<file path="src/rtl/testdrive_axi4_pkg.sv">
// Shared AXI4 encodings, 4KB constant, ARSIZE helper and read-master state type.
// Used by the read master and its burst splitter.
package testdrive_axi4_pkg;

  localparam logic [1:0] AXI_BURST_FIXED = 2'b00;
  localparam logic [1:0] AXI_BURST_INCR  = 2'b01;
  localparam logic [1:0] AXI_BURST_WRAP  = 2'b10;

  localparam logic [1:0] AXI_RESP_OKAY   = 2'b00;
  localparam logic [1:0] AXI_RESP_EXOKAY = 2'b01;
  localparam logic [1:0] AXI_RESP_SLVERR = 2'b10;
  localparam logic [1:0] AXI_RESP_DECERR = 2'b11;

  localparam int AXI_4KB = 4096;

  typedef enum logic [1:0] {
    ST_IDLE,
    ST_ADDR,
    ST_DATA,
    ST_FIN
  } rd_state_e;

  function automatic logic [2:0] axi_size(input int data_width);
    return 3'($clog2(data_width / 8));
  endfunction

endpackage

</file>
<file path="src/rtl/testdrive_axi4_burst_splitter.sv">
// Combinational INCR burst sizing: len = min(remaining, max burst, beats to 4KB edge).
// Zero latency, no handshake; len is 0 when remaining is 0.
module testdrive_axi4_burst_splitter
  import testdrive_axi4_pkg::*;
#(
  parameter int C_ADDR_WIDTH  = 32,
  parameter int C_DATA_WIDTH  = 128,
  parameter int C_MAX_BURST   = 16,
  parameter int C_BEATS_WIDTH = 16
) (
  input  logic [C_ADDR_WIDTH-1:0]  addr_i,
  input  logic [C_BEATS_WIDTH-1:0] remaining_i,
  output logic [8:0]               len_o,
  output logic [C_ADDR_WIDTH-1:0]  next_addr_o
);

  localparam logic [2:0] SIZE = axi_size(C_DATA_WIDTH);
  localparam int LW = (C_BEATS_WIDTH > 13) ? C_BEATS_WIDTH : 13;

  logic [12:0]   bytes_to_4k;
  logic [12:0]   beats_to_4k;
  logic [LW-1:0] rem_w;
  logic [LW-1:0] cap_w;
  logic [LW-1:0] len_w;

  always_comb begin
    bytes_to_4k = 13'(AXI_4KB) - {1'b0, addr_i[11:0]};
    beats_to_4k = bytes_to_4k >> SIZE;
    rem_w       = LW'(remaining_i);
    cap_w       = (beats_to_4k < 13'(C_MAX_BURST)) ? LW'(beats_to_4k) : LW'(C_MAX_BURST);
    len_w       = (rem_w < cap_w) ? rem_w : cap_w;
    // The cap never exceeds 256, so the length always fits in 9 bits.
    len_o       = 9'(len_w);
    next_addr_o = addr_i + (C_ADDR_WIDTH'(len_o) << SIZE);
  end

endmodule

</file>
<file path="src/rtl/testdrive_axi4_read_master.sv">
// AXI4 read initiator: splits a linear read command into INCR bursts, one outstanding.
// R data passes through to OUT_* with zero latency; RREADY follows OUT_READY in DATA.
module testdrive_axi4_read_master
  import testdrive_axi4_pkg::*;
#(
  parameter int C_THREAD_ID_WIDTH = 1,
  parameter int C_ADDR_WIDTH      = 32,
  parameter int C_DATA_WIDTH      = 128,
  parameter int C_MAX_BURST       = 16,
  parameter int C_BEATS_WIDTH     = 16,
  parameter int C_ARID            = 0
) (
  input  logic                         CLK,
  input  logic                         RST,
  input  logic                         CMD_VALID,
  output logic                         CMD_READY,
  input  logic [C_ADDR_WIDTH-1:0]      CMD_ADDR,
  input  logic [C_BEATS_WIDTH-1:0]     CMD_BEATS,
  output logic [C_THREAD_ID_WIDTH-1:0] ARID,
  output logic [C_ADDR_WIDTH-1:0]      ARADDR,
  output logic [7:0]                   ARLEN,
  output logic [2:0]                   ARSIZE,
  output logic [1:0]                   ARBURST,
  output logic                         ARLOCK,
  output logic [3:0]                   ARCACHE,
  output logic [2:0]                   ARPROT,
  output logic [3:0]                   ARREGION,
  output logic [3:0]                   ARQOS,
  output logic                         ARVALID,
  input  logic                         ARREADY,
  input  logic [C_THREAD_ID_WIDTH-1:0] RID,
  input  logic [C_DATA_WIDTH-1:0]      RDATA,
  input  logic [1:0]                   RRESP,
  input  logic                         RLAST,
  input  logic                         RVALID,
  output logic                         RREADY,
  output logic [C_DATA_WIDTH-1:0]      OUT_DATA,
  output logic                         OUT_LAST,
  output logic                         OUT_VALID,
  input  logic                         OUT_READY,
  output logic                         DONE,
  output logic                         DONE_ERR
);

  localparam logic [2:0] SIZE = axi_size(C_DATA_WIDTH);

  rd_state_e                state_q, state_d;
  logic [C_ADDR_WIDTH-1:0]  addr_q, addr_d;
  logic [C_BEATS_WIDTH-1:0] rem_q, rem_d;
  logic [C_ADDR_WIDTH-1:0]  araddr_q, araddr_d;
  logic [7:0]               arlen_q, arlen_d;
  logic                     arvalid_q, arvalid_d;
  logic [8:0]               cnt_q, cnt_d;
  logic [8:0]               exp_q, exp_d;
  logic                     err_q, err_d;
  logic                     done_q, done_d;
  logic                     done_err_q, done_err_d;
  logic                     cmd_rdy_q, cmd_rdy_d;

  logic [C_ADDR_WIDTH-1:0]  cmd_addr_al;
  logic [C_ADDR_WIDTH-1:0]  split_addr;
  logic [C_BEATS_WIDTH-1:0] split_rem;
  logic [8:0]               split_len;
  logic [C_ADDR_WIDTH-1:0]  split_next;
  logic                     r_beat;
  logic                     last_cnt;
  logic                     load_burst;

  assign cmd_addr_al = (CMD_ADDR >> SIZE) << SIZE;
  assign split_addr  = (state_q == ST_IDLE) ? cmd_addr_al : addr_q;
  assign split_rem   = (state_q == ST_IDLE) ? CMD_BEATS : rem_q;

  testdrive_axi4_burst_splitter #(
    .C_ADDR_WIDTH (C_ADDR_WIDTH),
    .C_DATA_WIDTH (C_DATA_WIDTH),
    .C_MAX_BURST  (C_MAX_BURST),
    .C_BEATS_WIDTH(C_BEATS_WIDTH)
  ) u_split (
    .addr_i     (split_addr),
    .remaining_i(split_rem),
    .len_o      (split_len),
    .next_addr_o(split_next)
  );

  assign r_beat   = (state_q == ST_DATA) && RVALID && OUT_READY;
  assign last_cnt = (cnt_q == exp_q - 9'd1);

  always_comb begin
    state_d    = state_q;
    addr_d     = addr_q;
    rem_d      = rem_q;
    araddr_d   = araddr_q;
    arlen_d    = arlen_q;
    arvalid_d  = arvalid_q;
    cnt_d      = cnt_q;
    exp_d      = exp_q;
    err_d      = err_q;
    done_d     = 1'b0;
    done_err_d = 1'b0;
    load_burst = 1'b0;
    case (state_q)
      ST_IDLE: begin
        if (CMD_VALID && cmd_rdy_q) begin
          if (CMD_BEATS == '0) state_d = ST_FIN;
          else                 load_burst = 1'b1;
        end
      end
      ST_ADDR: begin
        if (ARREADY) begin
          arvalid_d = 1'b0;
          state_d   = ST_DATA;
        end
      end
      ST_DATA: begin
        if (r_beat) begin
          cnt_d = cnt_q + 9'd1;
          // RLAST disagreeing with the beat count flags both early and missing RLAST.
          if (RRESP != AXI_RESP_OKAY || RID != C_THREAD_ID_WIDTH'(C_ARID) || RLAST != last_cnt)
            err_d = 1'b1;
          if (RLAST || last_cnt) begin
            if (rem_q == '0) state_d = ST_FIN;
            else             load_burst = 1'b1;
          end
        end
      end
      ST_FIN: begin
        done_d     = 1'b1;
        done_err_d = err_q;
        err_d      = 1'b0;
        state_d    = ST_IDLE;
      end
      default: state_d = ST_IDLE;
    endcase
    if (load_burst) begin
      state_d   = ST_ADDR;
      araddr_d  = split_addr;
      arlen_d   = 8'(split_len - 9'd1);
      arvalid_d = 1'b1;
      addr_d    = split_next;
      rem_d     = split_rem - C_BEATS_WIDTH'(split_len);
      exp_d     = split_len;
      cnt_d     = 9'd0;
    end
    cmd_rdy_d = (state_d == ST_IDLE);
  end

  always_ff @(posedge CLK or posedge RST) begin
    if (RST) begin
      state_q    <= ST_IDLE;
      addr_q     <= '0;
      rem_q      <= '0;
      araddr_q   <= '0;
      arlen_q    <= '0;
      arvalid_q  <= 1'b0;
      cnt_q      <= '0;
      exp_q      <= '0;
      err_q      <= 1'b0;
      done_q     <= 1'b0;
      done_err_q <= 1'b0;
      cmd_rdy_q  <= 1'b0;
    end else begin
      state_q    <= state_d;
      addr_q     <= addr_d;
      rem_q      <= rem_d;
      araddr_q   <= araddr_d;
      arlen_q    <= arlen_d;
      arvalid_q  <= arvalid_d;
      cnt_q      <= cnt_d;
      exp_q      <= exp_d;
      err_q      <= err_d;
      done_q     <= done_d;
      done_err_q <= done_err_d;
      cmd_rdy_q  <= cmd_rdy_d;
    end
  end

  assign CMD_READY = cmd_rdy_q;
  assign ARID      = C_THREAD_ID_WIDTH'(C_ARID);
  assign ARADDR    = araddr_q;
  assign ARLEN     = arlen_q;
  assign ARSIZE    = SIZE;
  assign ARBURST   = AXI_BURST_INCR;
  assign ARLOCK    = 1'b0;
  assign ARCACHE   = 4'b0011;
  assign ARPROT    = 3'b000;
  assign ARREGION  = 4'b0000;
  assign ARQOS     = 4'b0000;
  assign ARVALID   = arvalid_q;
  assign RREADY    = (state_q == ST_DATA) && OUT_READY;
  assign OUT_VALID = (state_q == ST_DATA) && RVALID;
  assign OUT_DATA  = RDATA;
  assign OUT_LAST  = (state_q == ST_DATA) && RLAST && (rem_q == '0);
  assign DONE      = done_q;
  assign DONE_ERR  = done_err_q;

endmodule

</file>
<file path="config.mk">
export PLATFORM = sky130hd
export DESIGN_NAME = testdrive_axi4_read_master
export DESIGN_NICKNAME = d
export VERILOG_FILES = /design/src/rtl/testdrive_axi4_pkg.sv /design/src/rtl/testdrive_axi4_burst_splitter.sv /design/src/rtl/testdrive_axi4_read_master.sv
export SDC_FILE = /design/constraint.sdc
export NUM_CORES = 1
export LEC_CHECK = 0
export CAP_MARGIN = 10
export CORE_AREA = 2 2 150 152
export CTS_CLUSTER_DIAMETER = 80
export DETAILED_ROUTE_END_ITERATION = 16
export DIE_AREA = 0 0 152 154
export HOLD_SLACK_MARGIN = 0.05
export PLACE_DENSITY = 0.78
export SLEW_MARGIN = 10
export SYNTH_ARGS = -nofsm -noshare
export SYNTH_HDL_FRONTEND = slang
export SYNTH_SLANG_ARGS = --single-unit
</file>
<file path="constraint.sdc">
create_clock -name CLK -period 17.8 [get_ports CLK]
set_input_delay 1.78 -clock CLK [delete_from_list [all_inputs] [get_ports CLK]]
set_output_delay 1.78 -clock CLK [all_outputs]
set_load 0.01 [all_outputs]
</file>
## Word-level counts from Yosys, hierarchy flattened

Cells that the tools add are included.

- Memories: 0
- Bits in read-only memories: 0
- Bits in latches: 0
- Bits of input ports: 186
- Register bits: 113
- RAM bits: 0
- Logic and storage cells: 78

- Equality and inequality tests: 7
- Shift-type cells: 0
- Reductions and logical operators: 22
- $lt $le $gt $ge: 2
- Multiplexer cells: 29
- Bitwise operators: 0
- Multipliers: 0
- Div/mod/pow operators: 0
- Add/subtract/negate cells: 6

Operators by type and width:

| operator | count |
|---|---|
| $mux 9 | 5 |
| $add 32x13->32 | 1 |
| $logic_not 16->1 | 2 |
| $mux 32 | 1 |
| $lt 16x9->1 | 1 |
| $mux 16 | 1 |
| $sub 16x9->16 | 1 |
| $mux 2 | 7 |
| $sub 13x12->13 const A | 1 |
| $mux 1 | 12 |
| $reduce_bool 2->1 | 6 |
| $add 9x1->9 const B | 1 |
| $eq 9x9->1 | 1 |
| $lt 9x5->1 const B | 1 |
| $sub 9x1->9 const B | 1 |
| $pmux 2 s4 | 1 |
| $sub 8x1->8 const B | 1 |
| $logic_and 1x1->1 | 6 |
| $eq 2x2->1 const B | 2 |
| $logic_not 2->1 | 2 |
| $ne 2x2->1 const B | 2 |
| $pmux 1 s2 | 2 |
| $reduce_and 2->1 | 2 |
| $logic_or 1x1->1 | 3 |
| 3 further kinds | 3 |

## Logic depth before layout (Yosys ltp)

Gate-level depths: netlist (run 1).

- Word-level depth: 8
- Depth in mapped cells: 28

## By module

A second synthesis (run 1) with hierarchy kept.

- Cells, all modules: 1038
- Area, all modules: 8290.5 sq um

Modules (own cells, without submodules):

| module | sequential area each (sq um) | area an instance (sq um) | cells an instance | instances |
|---|---|---|---|---|
| testdrive_axi4_read_master | 2827.7 | 6957.9 | 846 | 1 |
| testdrive_axi4_burst_splitter | 0.0 | 1332.5 | 192 | 1 |

## Worst setup path before layout (run 1)

No wires, ideal clock.

- Kind: input port to flip-flop
- Start point: in CMD_ADDR[5]
- End point: reg addr_q[26]
- Arrival time: 6.774 ns
- Setup time: 0.138 ns
- Cell stages on the path: 25
- Required time: 17.662 ns
- Setup slack: 10.888 ns
- Cells stage by stage: or4_1 -> o41a_1 -> nor4_1 -> nor2_1 -> ha_1 -> a211oi_1 -> o2111ai_1 -> a2111oi_4 -> o21a_4 -> buf_2 -> buf_2 -> nor2_1 -> a21oi_1 -> xnor2_1 -> ha_1 -> nor2_1 -> a21boi_0 -> mux2i_1 -> a41o_1 -> a31oi_1 -> buf_2 -> nor2_1 -> nand2_1 -> mux2i_1 -> o22ai_1

- Word-level cells in the longest chain between the ends: 7

RTL lines:

| what | line | source |
|---|---|---|
| start: declaration | testdrive_axi4_read_master.sv:17 | `input logic [C_ADDR_WIDTH-1:0] CMD_ADDR,` |
| $mux 32 * | testdrive_axi4_read_master.sv:70 | `assign split_addr = (state_q == ST_IDLE) ? cmd_addr_al : addr_q;` |
| $sub 13x12->13 | testdrive_axi4_burst_splitter.sv:27 | `bytes_to_4k = 13'(AXI_4KB) - {1'b0, addr_i[11:0]};` |
| $lt 9x5->1 | testdrive_axi4_burst_splitter.sv:30 | `cap_w = (beats_to_4k < 13'(C_MAX_BURST)) ? LW'(beats_to_4k) : LW'(C_MAX_BURST);` |
| $mux 9 | testdrive_axi4_burst_splitter.sv:30 |  |
| $lt 16x9->1 | testdrive_axi4_burst_splitter.sv:31 | `len_w = (rem_w < cap_w) ? rem_w : cap_w;` |
| $mux 9 | testdrive_axi4_burst_splitter.sv:31 |  |
| $add 32x13->32 * | testdrive_axi4_burst_splitter.sv:34 | `next_addr_o = addr_i + (C_ADDR_WIDTH'(len_o) << SIZE);` |
| end signal: assignment | testdrive_axi4_read_master.sv:163 | `addr_q <= addr_d;` |
| end: declaration | testdrive_axi4_read_master.sv:48 | `logic [C_ADDR_WIDTH-1:0] addr_q, addr_d;` |

Every way passes the cells marked *; elsewhere a longest branch is shown, timed or not.
A chain may end at the register's enable or synchronous reset.

## Worst setup path after layout (run 1)

- Start point: in CMD_ADDR[10]
- End point: reg addr_q[30]

The elaborated chain is that of the path after synthesis.

==> results of run 1 <==
state kept, by name, indices dropped and copies added (netlist names):
name	count
DONE	1
ARVALID	1
state_q	2
rem_q	16
DONE_ERR	1
CMD_READY	1
ARADDR	28
cnt_q	9
err_q	1
exp_q	9
ARLEN	8
addr_q	32
metrics by stage:
| stage | total power, W | setup WS (ps) |
|---|---|---|
| after floorplan | 0.00111 | 10890 |
| after global placement | 0.00132 | 9600 |
| after detailed placement | 0.00135 | 9580 |
| after CTS | 0.00157 | 9920 |
| after global routing | 0.00171 | 9430 |
| final | 0.00158 | 9760 |
cell families after synthesis:
family | count (synthesis) | share of synthesized area, %
other | 2 | 0.0838
adder cells (fa/ha/maj) | 21 | 2.90
flip-flops | 109 | 30.4
XOR/XNOR | 40 | 3.91
AO/OA/AOI/OAI | 276 | 20.7
multiplexers | 46 | 5.43
AND/OR/NAND/NOR | 369 | 19.7
buffers and inverters | 242 | 16.9
worst reg2reg max path: cells and delay by family, from the launching register on:
family | cells | cell delay, ps
simple gates | 7 | 2300
fa+ha+maj | 2 | 530
xor+xnor | 1 | 190
compound gates | 10 | 2520
mux | 2 | 680
flops | 1 | 710
buf+inv | 2 | 390
where the power goes:
part / total [W] / internal (W) / switching (W) / leakage, nW
clock network: 0.000220 / 0.000116 / 0.000104 / 0.156
registers: 0.000449 / 0.000348 / 0.000101 / 1.30
logic: 0.000908 / 0.000369 / 0.000540 / 2.42
worst paths after layout:
path / end / slack, ps / start
max: addr_q[30]$_DFFE_PP0P_ / 9760 / CMD_ADDR[10]
min: ARVALID$_DFFE_PP0P_ / 490 / ARVALID$_DFFE_PP0P_
max reg2reg: addr_q[30]$_DFFE_PP0P_ / 10440 / state_q[0]$_DFF_PP0_
min reg2reg: ARVALID$_DFFE_PP0P_ / 490 / ARVALID$_DFFE_PP0P_
max in group asynchronous: ARADDR[5]$_DFFE_PP0P_ / 14700 / RST
min in group asynchronous: ARADDR[18]$_DFFE_PP0P_ / 1790 / RST
Yosys cell counts, drive strengths merged (3+ instances only):
library cell	number	share of area, %
buf	174	14
nor2	115	4.9
dfrtp	109	30
nand2	109	4.6
a21oi	83	4.8
o21ai	56	3.2
clkbuf	35	1.5
mux2i	34	3.9
inv	33	1.4
a31oi	29	2.3
xnor2	27	2.6
nor3	23	1.3
ha	20	2.8
nand3	19	1.1
and2	18	1.3
o211ai	15	1.3
nand4	14	0.98
nor4	13	1.1
xor2	13	1.3
mux2	12	1.5
or2	11	0.77
o2111ai	10	0.98
nand2b	9	0.63
o21a	8	0.75
o31ai	8	0.67
or3	8	0.61
or4	8	0.67
a21o	7	0.59
and3	7	0.49
o22ai	7	0.49
a211oi	6	0.50
o32ai	6	0.59
a22oi	5	0.42
a2111oi	4	0.67
o2bb2ai	4	0.39
a221oi	3	0.29
a41o	3	0.34
a41oi	3	0.29
nand3b	3	0.25
nor2b	3	0.21
nor3b	3	0.25
o31a	3	0.29
or4b	3	0.34
area by class of cell:
class,count,area [sq um],area share (%)
Antenna cell,1,2.50,0.0266
Clock buffer,10,239,2.54
Clock inverter,6,81.3,0.864
Inverter,33,126,1.34
Multi-Input combinational cell,778,4820,51.2
Sequential cell,109,2730,29.0
Tap cell,280,350,3.72
Timing Repair Buffer,109,1070,11.3
per-layer routing:
metal  track usage [%]  up-vias  wire length, um
met1              26.4     3723            10200
met3              3.86       59             1470
li1                  -     3619                -
met5                 0        -                0
met2              31.4      276            10700
met4              8.06        0              637
==> flow_metrics.tcl, run 1 <==
set metrics [dict create \
    status "finished, final reports clean" \
    r2r_cells 24 \
    hp-class "reg -> reg" \
    dr.first_iter.drc_count 747 \
    worstSetupPathType "in -> reg" \
    yosys_warnings 0 \
    powerDensity_nw_per_um2 167 \
    cp-end-kind "flip-flop" \
    crit_chain "clkdlybuf4s50_1 > nand4_1 > mux2_2 > nor4_1 > nor2_1 > ha_1 > a211oi_1 > o2111ai_1 > a2111oi_4 > o21a_4 > nor2_1 > a21oi_1 > xnor2_1 > ha_1 > nor2_1 > a21boi_0 > mux2i_1 > a41o_1 > a31oi_1 > buf_4 > or4_1 > nor3_1 > a21oi_1 > o21ai_1" \
    utilization_pct 43.4 \
    grt_max_degree 73 \
    drv_cap 0 \
    finalCriticalPeriod_ps 8040 \
    path_buf_inv 2 \
    synthDistinctLibCells 82 \
    synth_edf_count 0 \
    final.setup.tns_ps 0 \
    dieWidth_um 152 \
    final_common_cell "nor2_1" \
    hold_depth 1 \
    antenna_found_initial 0 \
    cp_slowest_cell "clkdlybuf4s50_1" \
    rows 54 \
    drc 0 \
    stdcell_count 1326 \
    routedWlPerCell_um 17.4 \
    final_cell_mix "nor2_1 (114), dfrtp_1 (109), nand2_1 (108), clkdlybuf4s50_1 (100), a21oi_1 (80)" \
    worstMarginPinSlew_ps 1100 \
    grt_pass1_vias 7394 \
    hpwl_um 16500 \
    cts_setup_buffers 0 \
    firstDrtPassIters 5 \
    initial_core_util_pct 41.3 \
    ys_seq_area_share_pct 30.4 \
    avgSynthCellArea_sq_um 8.11 \
    num_io_pins 383 \
    rsz0062_at_grt "no" \
    finalInstanceArea_sq_um 9420 \
    worst-path-stages 24 \
    vias 7677 \
    final_nets 1246 \
    synth_async_sr_flop_share_pct 100 \
    viasPerCell 5.79 \
    ir_drop_uv 82.7 \
    dpl_cell_area_sq_um 9090 \
    cts_resized 0 \
    totalWireLength_um 23100 \
    die_y_um 154 \
    final_max_slew_viol_count 0 \
    max_freq_mhz 124 \
    cts_root_buffer "clkbuf_16" \
    crit_fanout 34 \
    core_sq_um 21700 \
    cpMostUsedCell "nor2_1" \
    path_delay_family "compound AO/OA/AOI/OAI gates" \
    required_ps 18100 \
    ys_ff_latch 109 \
    die_area_sq_um 23400 \
    overflow 0 \
    area_growth_pct 5.08 \
    cts_htree_levels 3 \
    setup_violations 0 \
    fill_cells 2111 \
    min_period_over_period_pct 45.2 \
    ant_nets 0 \
    ys.flop_type "dfrtp_1" \
    io_buffer_count 100 \
    netlist_instances 1105 \
    dp.cells 1309 \
    holdBufCountCts 0 \
    drive_gt1_share_pct 6.79 \
    clk_pin_slew_worst_paths_ps 80 \
    slowest_delay_ps 670 \
    clock_latency_ps 370 \
    gp_congestion 0.933 \
    grt_usage_pct 19.7 \
    clock_sink_count 109 \
    cts_buffer_depth 2 \
    numCtsBuffers 9 \
    start_kind "primary input" \
    leakagePower_nw 3.87 \
    grt_pass1_wl_um 38200 \
    mappedNetlistArea_sq_um 8960 \
    slew_headroom_pct 26.1 \
    critical_path_arrival_ps 8330 \
    fin_worst_skew_ps 14.8 \
    hold_viol 0 \
    cts_tree "built" \
    timing.hold.ws_ps 491 \
]
Note: power is estimated with default switching activity, not from simulation.
==> run 2: changes to the inputs <==
--- a/config.mk
+++ b/config.mk
@@ -6,12 +6,12 @@
 export NUM_CORES = 1
 export LEC_CHECK = 0
 export CAP_MARGIN = 10
-export CORE_AREA = 2 2 150 152
+export CORE_AREA = 2 2 151 153
 export CTS_CLUSTER_DIAMETER = 80
 export DETAILED_ROUTE_END_ITERATION = 16
-export DIE_AREA = 0 0 152 154
+export DIE_AREA = 0 0 153 155
 export HOLD_SLACK_MARGIN = 0.05
-export PLACE_DENSITY = 0.78
+export PLACE_DENSITY = 0.77
 export SLEW_MARGIN = 10
 export SYNTH_ARGS = -nofsm -noshare
 export SYNTH_HDL_FRONTEND = slang
==> constraint.sdc (replaced) <==
create_clock -name CLK -period 8.2 [get_ports CLK]
set_input_delay 0.82 -clock CLK [delete_from_list [all_inputs] [get_ports CLK]]
set_output_delay 0.82 -clock CLK [all_outputs]
set_load 0.01 [all_outputs]
==> flow_metrics.tcl, run 2 (synthesis gave the netlist of run 1 again) <==
set metrics [dict create \
    status "finished, final reports clean" \
    firstDrtPassIters 5 \
    rsz0062_at_grt "no" \
    slowest_delay_ps 680 \
    critPathCapture "addr_q[30]$_DFFE_PP0P_" \
    worstMarginPinSlew_ps 1080 \
    max_freq_mhz 142 \
    p_comb_share_pct 59.6 \
    switching_share_pct 47.2 \
    reg2reg_slack_ps 1540 \
    overflow 0 \
    p_seq_share_pct 27.8 \
    required_ps 8430 \
    final.setup.tns_ps 0 \
    start_kind "primary input" \
    cts_root_buffer "clkbuf_16" \
    cts_resized 0 \
    slew_headroom_pct 27.6 \
    grt_pass1_vias 7312 \
    powerDensity_nw_per_um2 359 \
    final_max_slew_viol_count 0 \
    final_cell_mix "nor2_1 (114), dfrtp_1 (109), nand2_1 (108), clkdlybuf4s50_1 (100), a21oi_1 (80)" \
    area_growth_pct 4.98 \
    internal-power_w 0.00178 \
    n_antenna_cell 0 \
    min_period_over_period_pct 85.7 \
    fin_worst_skew_ps 11.1 \
    grt_usage_pct 19.0 \
    reg2reg_to "addr_q[30]$_DFFE_PP0P_" \
    dieWidth_um 153 \
    ant_nets 0 \
    cts_tree "built" \
    finalCriticalPeriod_ps 7020 \
    cts_htree_levels 3 \
    crit_fanout 34 \
    die_y_um 155 \
    hold_viol 0 \
    hpwl_um 16300 \
    regMostFlops "addr_q" \
    p_clk_share_pct 12.6 \
    antenna_found_initial 0 \
    gp_congestion 0.888 \
    cts_setup_buffers 0 \
    totalWireLength_um 22600 \
    drc 0 \
    hp-class "reg -> reg" \
    drv_cap 0 \
    crit_chain "clkdlybuf4s50_1 > nand4_1 > mux2_2 > nor4_1 > nor2_1 > ha_1 > a211oi_1 > o2111ai_1 > a2111oi_4 > o21a_4 > nor2_1 > a21oi_1 > xnor2_1 > ha_1 > nor2_1 > a21boi_0 > mux2i_1 > a41o_1 > a31oi_1 > buf_4 > or4_1 > o211ai_1 > o21ai_1" \
    cp-startpoint "CMD_ADDR[10]" \
    io_buffer_count 100 \
    clock_latency_ps 360 \
    clk_pin_slew_worst_paths_ps 80 \
    die_area_sq_um 23700 \
    worst-path-stages 23 \
    worstSetupPathType "in -> reg" \
    viasPerCell 5.71 \
    cp-end-kind "flip-flop" \
    clock_sink_count 109 \
    path_buf_inv 2 \
    grt_pass1_wl_um 36900 \
    ir_drop_uv 159 \
    stdcell_count 1334 \
    num_io_pins 383 \
    cpMostUsedCell "nor2_1" \
    core_sq_um 22200 \
    path_delay_family "compound AO/OA/AOI/OAI gates" \
    leakagePower_nw 3.87 \
    holdBufCountCts 0 \
    dp.cells 1318 \
    r2r_start "state_q[1]$_DFF_PP0_" \
    largest_register_ffs 32 \
    final_common_cell "nor2_1" \
    drive_gt1_share_pct 7.15 \
    rows 55 \
    critical_path_arrival_ps 7250 \
    cts_buffer_depth 2 \
    netSwitchingPower_w 0.00159 \
    cp_slowest_cell "clkdlybuf4s50_1" \
    initial_core_util_pct 40.3 \
    grt_max_degree 73 \
    numCtsBuffers 9 \
    vias 7623 \
    final_nets 1250 \
    routedWlPerCell_um 17.0 \
    setup_violations 0 \
    r2r_cells 24 \
    dr.first_iter.drc_count 521 \
]
-- run 2: worst min-delay path by stage --
| stage | slack (ps) | start | end | cells after the start |
|---|---|---|---|---|
| floorplan | 450 | addr_q[12]$_DFFE_PP0P_ | addr_q[12]$_DFFE_PP0P_ | 2 |
| global placement | 470 | ARLEN[5]$_DFFE_PP0P_ | ARLEN[5]$_DFFE_PP0P_ | 2 |
| detailed placement | 480 | ARLEN[7]$_DFFE_PP0P_ | ARLEN[7]$_DFFE_PP0P_ | 1 |
| CTS | 490 | addr_q[12]$_DFFE_PP0P_ | addr_q[12]$_DFFE_PP0P_ | 2 |
| global route | 510 | ARLEN[7]$_DFFE_PP0P_ | ARLEN[7]$_DFFE_PP0P_ | 1 |
| finish | 490 | ARADDR[25]$_DFFE_PP0P_ | ARADDR[25]$_DFFE_PP0P_ | 2 |
-- run 2: cell type report --
class	instances	area, sq um
sequential	109	2730
multi-input combinational	778	4820
inverter	33	126
tap	285	357
timing repair buffer	113	1100
clock buffer	10	239
clock inverter	6	38.8
fill	2180	12800
-- run 2: metrics by stage --
stage / area [sq um] / hold WS (ps) / util (%) / setup slack, ps / power, W
global route: 9410 / 514 / 42.3 / 817 / 0.00365
CTS: 9410 / 495 / 42.3 / 1290 / 0.00337
finish: 9410 / 488 / 42.3 / 1180 / 0.00337
detailed placement: 9130 / 479 / 41.1 / 959 / 0.00293
global placement: 9130 / 467 / 41.1 / 1020 / 0.00288
floorplan: 9050 / 450 / - / 2250 / 0.00240
-- run 2: tightest hold or removal path: stages, from the launching register on --
cell     delay (ps)
dfrtp_1         350
nand2_1          50
o21ai_0          60
-- run 2: power by group through the flow --
stage,Clock [W],Sequential [W],Combinational (W)
3_5_place_dp,0,0.000945,0.00198
3_3_place_gp,0,0.000937,0.00194
2_1_floorplan,0,0.000943,0.00146
4_1_cts,0.000435,0.000936,0.00200
6_report,0.000424,0.000938,0.00201
5_1_grt,0.000455,0.000967,0.00223
-- run 2: routing by layer --
| metal | global-route usage [%] | wire, um | part of all wire [%] |
|---|---|---|---|
| met1 | 24.3 | 9800 | 43 |
| met2 | 30.3 | 10300 | 46 |
| met3 | 4.51 | 1730 | 7.6 |
| met4 | 9.17 | 775 | 3.4 |
| met5 | 0 | 0 | 0 |
